[config.mk]
export PLATFORM = sky130hd
export DESIGN_NAME = tug_of_war_field
export DESIGN_NICKNAME = d
export VERILOG_FILES = /design/src/rtl/tug_of_war_field.sv
export SDC_FILE = /design/constraint.sdc
export NUM_CORES = 1
export LEC_CHECK = 0
export ABC_AREA = 1
export CORE_MARGIN = 10
export CORE_UTILIZATION = 35
export CTS_BUF_LIST = sky130_fd_sc_hd__clkbuf_4 sky130_fd_sc_hd__clkbuf_8
export CTS_CLUSTER_DIAMETER = 60
export DETAILED_ROUTE_END_ITERATION = 16
export PLACE_DENSITY = 0.62
export SYNTH_ARGS = -nofsm -noshare
export SYNTH_HDL_FRONTEND = slang
export SYNTH_SLANG_ARGS = --single-unit
[constraint.sdc]
create_clock -name clk -period 1.3 [get_ports clk]
set_clock_uncertainty 0.1 [all_clocks]
set_input_delay 0.39 -clock clk [delete_from_list [all_inputs] [get_ports clk]]
set_output_delay 0.39 -clock clk [all_outputs]
set_load 0.02 [all_outputs]
[src/rtl/tug_of_war_field.sv]
// Tug-of-war playfield: moves a single lit LED on each player's press, detects
// round wins at either end and keeps saturating per-player round scores.
module tug_of_war_field #(
  parameter int NUM_LIGHTS = 9,
  parameter int SCORE_W    = 3
) (
  input  logic                  clk,
  input  logic                  reset,
  input  logic                  l_press,
  input  logic                  r_press,
  input  logic                  next_round,
  output logic [NUM_LIGHTS-1:0] leds,
  output logic [1:0]            winner,
  output logic [SCORE_W-1:0]    l_score,
  output logic [SCORE_W-1:0]    r_score,
  output logic                  game_over
);

  localparam int PW = (NUM_LIGHTS > 1) ? $clog2(NUM_LIGHTS) : 1;
  localparam logic [PW-1:0]      CENTRE = PW'(NUM_LIGHTS / 2);
  localparam logic [PW-1:0]      LAST   = PW'(NUM_LIGHTS - 1);
  localparam logic [SCORE_W-1:0] MAX    = {SCORE_W{1'b1}};

  typedef enum logic [1:0] {PLAY, WON, GAME_OVER} state_t;

  state_t              state, state_n;
  logic [PW-1:0]       pos, pos_n;
  logic [1:0]          winner_n;
  logic [SCORE_W-1:0]  l_score_n, r_score_n;
  logic                mv_l, mv_r;

  // Simultaneous presses cancel each other.
  assign mv_l = l_press & ~r_press;
  assign mv_r = r_press & ~l_press;

  always_ff @(posedge clk or negedge reset) begin
    if (!reset) begin
      state   <= PLAY;
      pos     <= CENTRE;
      winner  <= 2'b00;
      l_score <= '0;
      r_score <= '0;
    end else begin
      state   <= state_n;
      pos     <= pos_n;
      winner  <= winner_n;
      l_score <= l_score_n;
      r_score <= r_score_n;
    end
  end

  always_comb begin
    state_n   = state;
    pos_n     = pos;
    winner_n  = winner;
    l_score_n = l_score;
    r_score_n = r_score;
    case (state)
      PLAY: begin
        if (mv_l) begin
          if (pos == LAST) begin
            winner_n  = 2'b01;
            l_score_n = l_score + SCORE_W'(1);
            state_n   = (l_score_n == MAX) ? GAME_OVER : WON;
          end else begin
            pos_n = pos + PW'(1);
          end
        end else if (mv_r) begin
          if (pos == '0) begin
            winner_n  = 2'b10;
            r_score_n = r_score + SCORE_W'(1);
            state_n   = (r_score_n == MAX) ? GAME_OVER : WON;
          end else begin
            pos_n = pos - PW'(1);
          end
        end
      end
      WON: begin
        if (next_round) begin
          state_n  = PLAY;
          pos_n    = CENTRE;
          winner_n = 2'b00;
        end
      end
      default: ;
    endcase
  end

  // The row is dark whenever a round is not in play.
  assign leds      = (state == PLAY) ? (NUM_LIGHTS'(1) << pos) : '0;
  assign game_over = (state == GAME_OVER);

endmodule

# After elaboration in Yosys (flattened, before gate mapping)
# Cells that the tools add are included.
# totals
reg_bits	14
word_cells	53
# op_classes
reduce_logical	7
mux	20
n_eq_ne	11
n_shift	1
addsub	4
n_bitwise	5
# op_table
op	n
2-to-1 mux 2 bit	11
2-to-1 mux 4 bit	5
!= test 3 bit, second input constant	5
AND reduction 5 bit	2
2-to-1 mux 9 bit	1
left shift 1 x 4 -> 9 bit, first input constant	1
case mux 2 bit (2 select lines)	2
case mux 4 bit (2 select lines)	1
adder 3 x 1 -> 3 bit, second input constant	2
== test 3 bit, second input constant	2
adder 4 x 1 -> 4 bit, second input constant	1
== test 4 bit, second input constant	1
zero test 4 bit	1
AND reduction 4 bit	1
subtractor 4 x 1 -> 4 bit, second input constant	1
NOT 1 bit	3
AND reduction 3 bit	1
AND 1 bit	2
== test 2 x 1 -> 1 bit, second input constant	1
== test 2 bit, second input constant	1
zero test 2 bit	1
!= test 2 bit, second input constant	1
nonzero test 2 bit	1

# Depth between registers and ports, before layout
# depth
depth_word	7
mapped_depth	13
ltp_nobuf	12

# Worst setup path before layout
# No wires, ideal clock.
# synth_timing
kind	register to output
from	reg state[0]
to	out leds[4]
t_required_ns	0.810
path_stages_with_launch	4
path_slack_ns	-0.430
arrival_time_ns	1.240
cell_sequence	dfrtp_1 -> nor2_4 -> nand3_1 -> nor3_1
# synth_between
elab_chain_cells	2
# synth_rtl
element	line_no	rtl
start, declared	26	state_t state, state_n;
start signal, assigned	44	state <= state_n;
zero test 2 bit	90	assign leds = (state == PLAY) ? (NUM_LIGHTS'(1) << pos) : '0;
2-to-1 mux 9 bit	90	
end, declared	12	output logic [NUM_LIGHTS-1:0] leds,
# Every way passes these cells.

# Worst setup path after layout
# layout_timing
from	reg pos[2]
to	out leds[1]
# layout_between
elab_chain_cells	2
# layout_rtl
element	line_no	rtl
start, declared	27	logic [PW-1:0] pos, pos_n;
start signal, assigned	45	pos <= pos_n;
left shift 1 x 4 -> 9 bit	90	
2-to-1 mux 9 bit	90	
# Every way passes these cells.

==> metrics.txt <==
Register-to-Register Path Depth=7; max frequency=0.539 GHz; most crowded layer after global routing=met2; Required @ worst endpoint=0.81 ns; most frequent standard cell in the layout excluding fill and tap cells=sky130_fd_sc_hd__buf_4; number of antenna diodes=0; Crit. End Element=primary output; setup slack after placement=-0.900 ns; final global-route overflow total=0; post-detailed-routing wire length=2.90 mm; Maximum Capacitance Violations=0; Crit path arrival time=1.36 ns; initial antenna violation count=0; # rows=19; slack of the critical path=-0.554 ns; clock insertion delay at the later pin of the skew report=0.29 ns; final worst path period need=1.85 ns; CTS H-Tree Depth=1; Critical Path Fanout Max=4; largest net degree at the start of global routing=15; fill cell instance count of the final layout=211; Final ANT Viol Nets=0; die height=74.0 um; max-slew violation total from the final report=0; clk sink count=14; met3 routing resource usage after global routing=0.0399; die boundary width=74.0 um; detailed-route via count=1,058; Synth warnings=0; placer congestion estimate=0.786; Static Leakage=0.973 nW; class of the tightest hold or removal check=in -> async; number of distinct library cells after synthesis=25; violations in the final reports=setup timing; transition time at the pin with the least slew margin=0.211 ns; layout cell share with drive strength beyond 1=0.613; Initial Utilization=0.367; total routing resource utilization after global routing=0.111; number of global-route vias before repair=1,144; cell area after technology mapping=0.00102 mm2; Clock Tree Buf Depth=2; final period utilization=1.43; worst r2r dst=pos[2]$_DFFE_PN1P_; number of buffers inserted by port buffering=22; global-route wire length before repair=4.94 mm; startpoint type of the worst setup path=flop; average size of a mapped cell=7.90 um2; Setup Crit Path Kind=reg -> out; end-of-flow core utilization=0.694; number of primary I/O pins=23; remaining routing DRC violations=0; Syn Nets=143; die footprint=0.00547 mm2; commonest non-fill, non-tap cells in the layout=sky130_fd_sc_hd__buf_4 (41), sky130_fd_sc_hd__nand2_1 (28), sky130_fd_sc_hd__buf_6 (22), sky130_fd_sc_hd__nor2_4 (14), sky130_fd_sc_hd__inv_1 (10); Reg clk slew, reported paths=0.09 ns; PwrDens=447 mW/mm2; flop-to-flop setup slack=-0.29 ns; number of hold violations in the final report=0; worst-case vdd ir drop=0.000498 V; average detailed-routed wire length per instance=12.6 um; register area share after synthesis=0.345; setup repair after global routing missed its margin=true; count of nets after finishing=214; outcome=complete, but fails checks; number of iterations in the first detailed-routing pass=2; CTS root buffer=sky130_fd_sc_hd__clkbuf_4; Relative slew margins=0.859; number of setup violations in the final report=32; detailed placement HPWL=2.28 mm; number of instances in the synthesized netlist=129; Area growth, synth to finish=89.3%; Critical path origin=pos[2]$_DFFE_PN1P_; core area=0.00278 mm2; Inserted Clock Buffers=3; TritonCTS clock tree=yes; number of design-rule violations left by the first detailed-router iteration=24; met2 routing resource usage after global routing=0.200; number of flip-flops and latches in the synthesized netlist=14; drt via density=4.60; endpoint of the worst setup timing path=leds[1]; beginning of the worst register-to-register path=pos[1]$_DFFE_PN0P_; grt met1 use=0.115
flip-flops by register name (all words and copies together), names as in the netlist:
register	cells
r_score	3
winner	2
l_score	3
pos	4
state	2
metal layers:
layer | vias to the layer above | wire (um)
met5 | - | 0
met4 | 0 | 31
met3 | 4 | 214
met2 | 21 | 1490
met1 | 485 | 1170
li1 | 548 | -
power breakdown:
part           total, mW  internal [mW]  switching (mW)
combinational      0.103         0.0538          0.0490
clock              0.325          0.171           0.154
sequential         0.435          0.435               0
total              0.863          0.660           0.203
worst min path at each step:
stage / from / end
2_1_floorplan: reset / l_score[0]$_DFFE_PN0P_
4_1_cts: reset / r_score[1]$_DFFE_PN0P_
3_5_place_dp: winner[1]$_DFFE_PN0P_ / winner[1]$_DFFE_PN0P_
3_3_place_gp: winner[1]$_DFFE_PN0P_ / winner[1]$_DFFE_PN0P_
6_report: reset / r_score[1]$_DFFE_PN0P_
5_1_grt: reset / r_score[1]$_DFFE_PN0P_
critical path, stage by stage (launching register included):
cell	delay (ns)
sky130_fd_sc_hd__dfstp_2	0.60
sky130_fd_sc_hd__buf_4	0.14
sky130_fd_sc_hd__nor2_4	0.05
sky130_fd_sc_hd__nand2_4	0.10
sky130_fd_sc_hd__nor2_4	0.04
sky130_fd_sc_hd__buf_4	0.15
cells in the mapped netlist:
cell type	n	area (um2)
sky130_fd_sc_hd__nor2_2	3	18.8
sky130_fd_sc_hd__nand3b_1	1	7.51
sky130_fd_sc_hd__nand4_2	1	12.5
sky130_fd_sc_hd__nor3_1	1	5.00
sky130_fd_sc_hd__xor2_1	6	52.6
sky130_fd_sc_hd__buf_6	1	11.3
sky130_fd_sc_hd__o21bai_1	1	7.51
sky130_fd_sc_hd__o21ai_0	1	5.00
sky130_fd_sc_hd__and2_1	1	6.26
sky130_fd_sc_hd__dfstp_2	1	26.3
sky130_fd_sc_hd__dfrtp_1	13	325
sky130_fd_sc_hd__clkinv_4	1	8.76
sky130_fd_sc_hd__nand4_1	1	6.26
sky130_fd_sc_hd__nor2_1	13	48.8
sky130_fd_sc_hd__clkbuf_2	1	5.00
sky130_fd_sc_hd__ha_1	9	113
sky130_fd_sc_hd__o21ai_1	5	25.0
sky130_fd_sc_hd__xnor2_1	1	8.76
sky130_fd_sc_hd__inv_1	14	52.6
sky130_fd_sc_hd__nor2_4	2	22.5
sky130_fd_sc_hd__nand2_1	36	135
sky130_fd_sc_hd__inv_2	1	3.75
sky130_fd_sc_hd__nand3_4	1	17.5
sky130_fd_sc_hd__nand3_1	10	50.1
sky130_fd_sc_hd__nand2_4	4	45.0
kinds of logic after synthesis:
| family | count (synthesis) | synth area share |
|---|---|---|
| XOR/XNOR | 7 | 0.0601 |
| AND/OR/NAND/NOR | 74 | 0.368 |
| buffers and inverters | 18 | 0.0797 |
| AO/OA/AOI/OAI | 7 | 0.0368 |
| flip-flops | 14 | 0.345 |
| adder cells (fa/ha/maj) | 9 | 0.110 |
what timing repair did:
action,4_1_cts,5_1_grt
resized for setup,124,16
cloned,0,0
hold buffers,0,0
setup endpoints to repair,32,32
setup buffers,5,10
hold endpoints to repair,0,0
pin swaps,10,17
through the flow:
stage / std cells / hold WS (ns) / setup TNS, ns / total power [mW] / instance area (um2)
finish: 230 / 0.315 / -8.03 / 0.863 / 1930
global route: 230 / 0.307 / -10.20 / 0.904 / 1930
CTS: 222 / 0.313 / -7.85 / 0.871 / 1820
detailed placement: 213 / 0.378 / -16.82 / 0.537 / 1670
global placement: 213 / 0.371 / -16.13 / 0.534 / 1670
floorplan: 129 / -0.00559 / -2.48 / 0.481 / 1170
final cells by class:
class / instances / area [um2] / share of cell area
Clock buffer: 4 / 36.3 / 0.0188
Inverter: 16 / 80.1 / 0.0415
Multi-Input combinational cell: 97 / 807 / 0.418
Sequential cell: 14 / 359 / 0.186
Tap cell: 31 / 38.8 / 0.0201
Timing Repair Buffer: 68 / 609 / 0.316
Power figures use the tool's default switching activity.
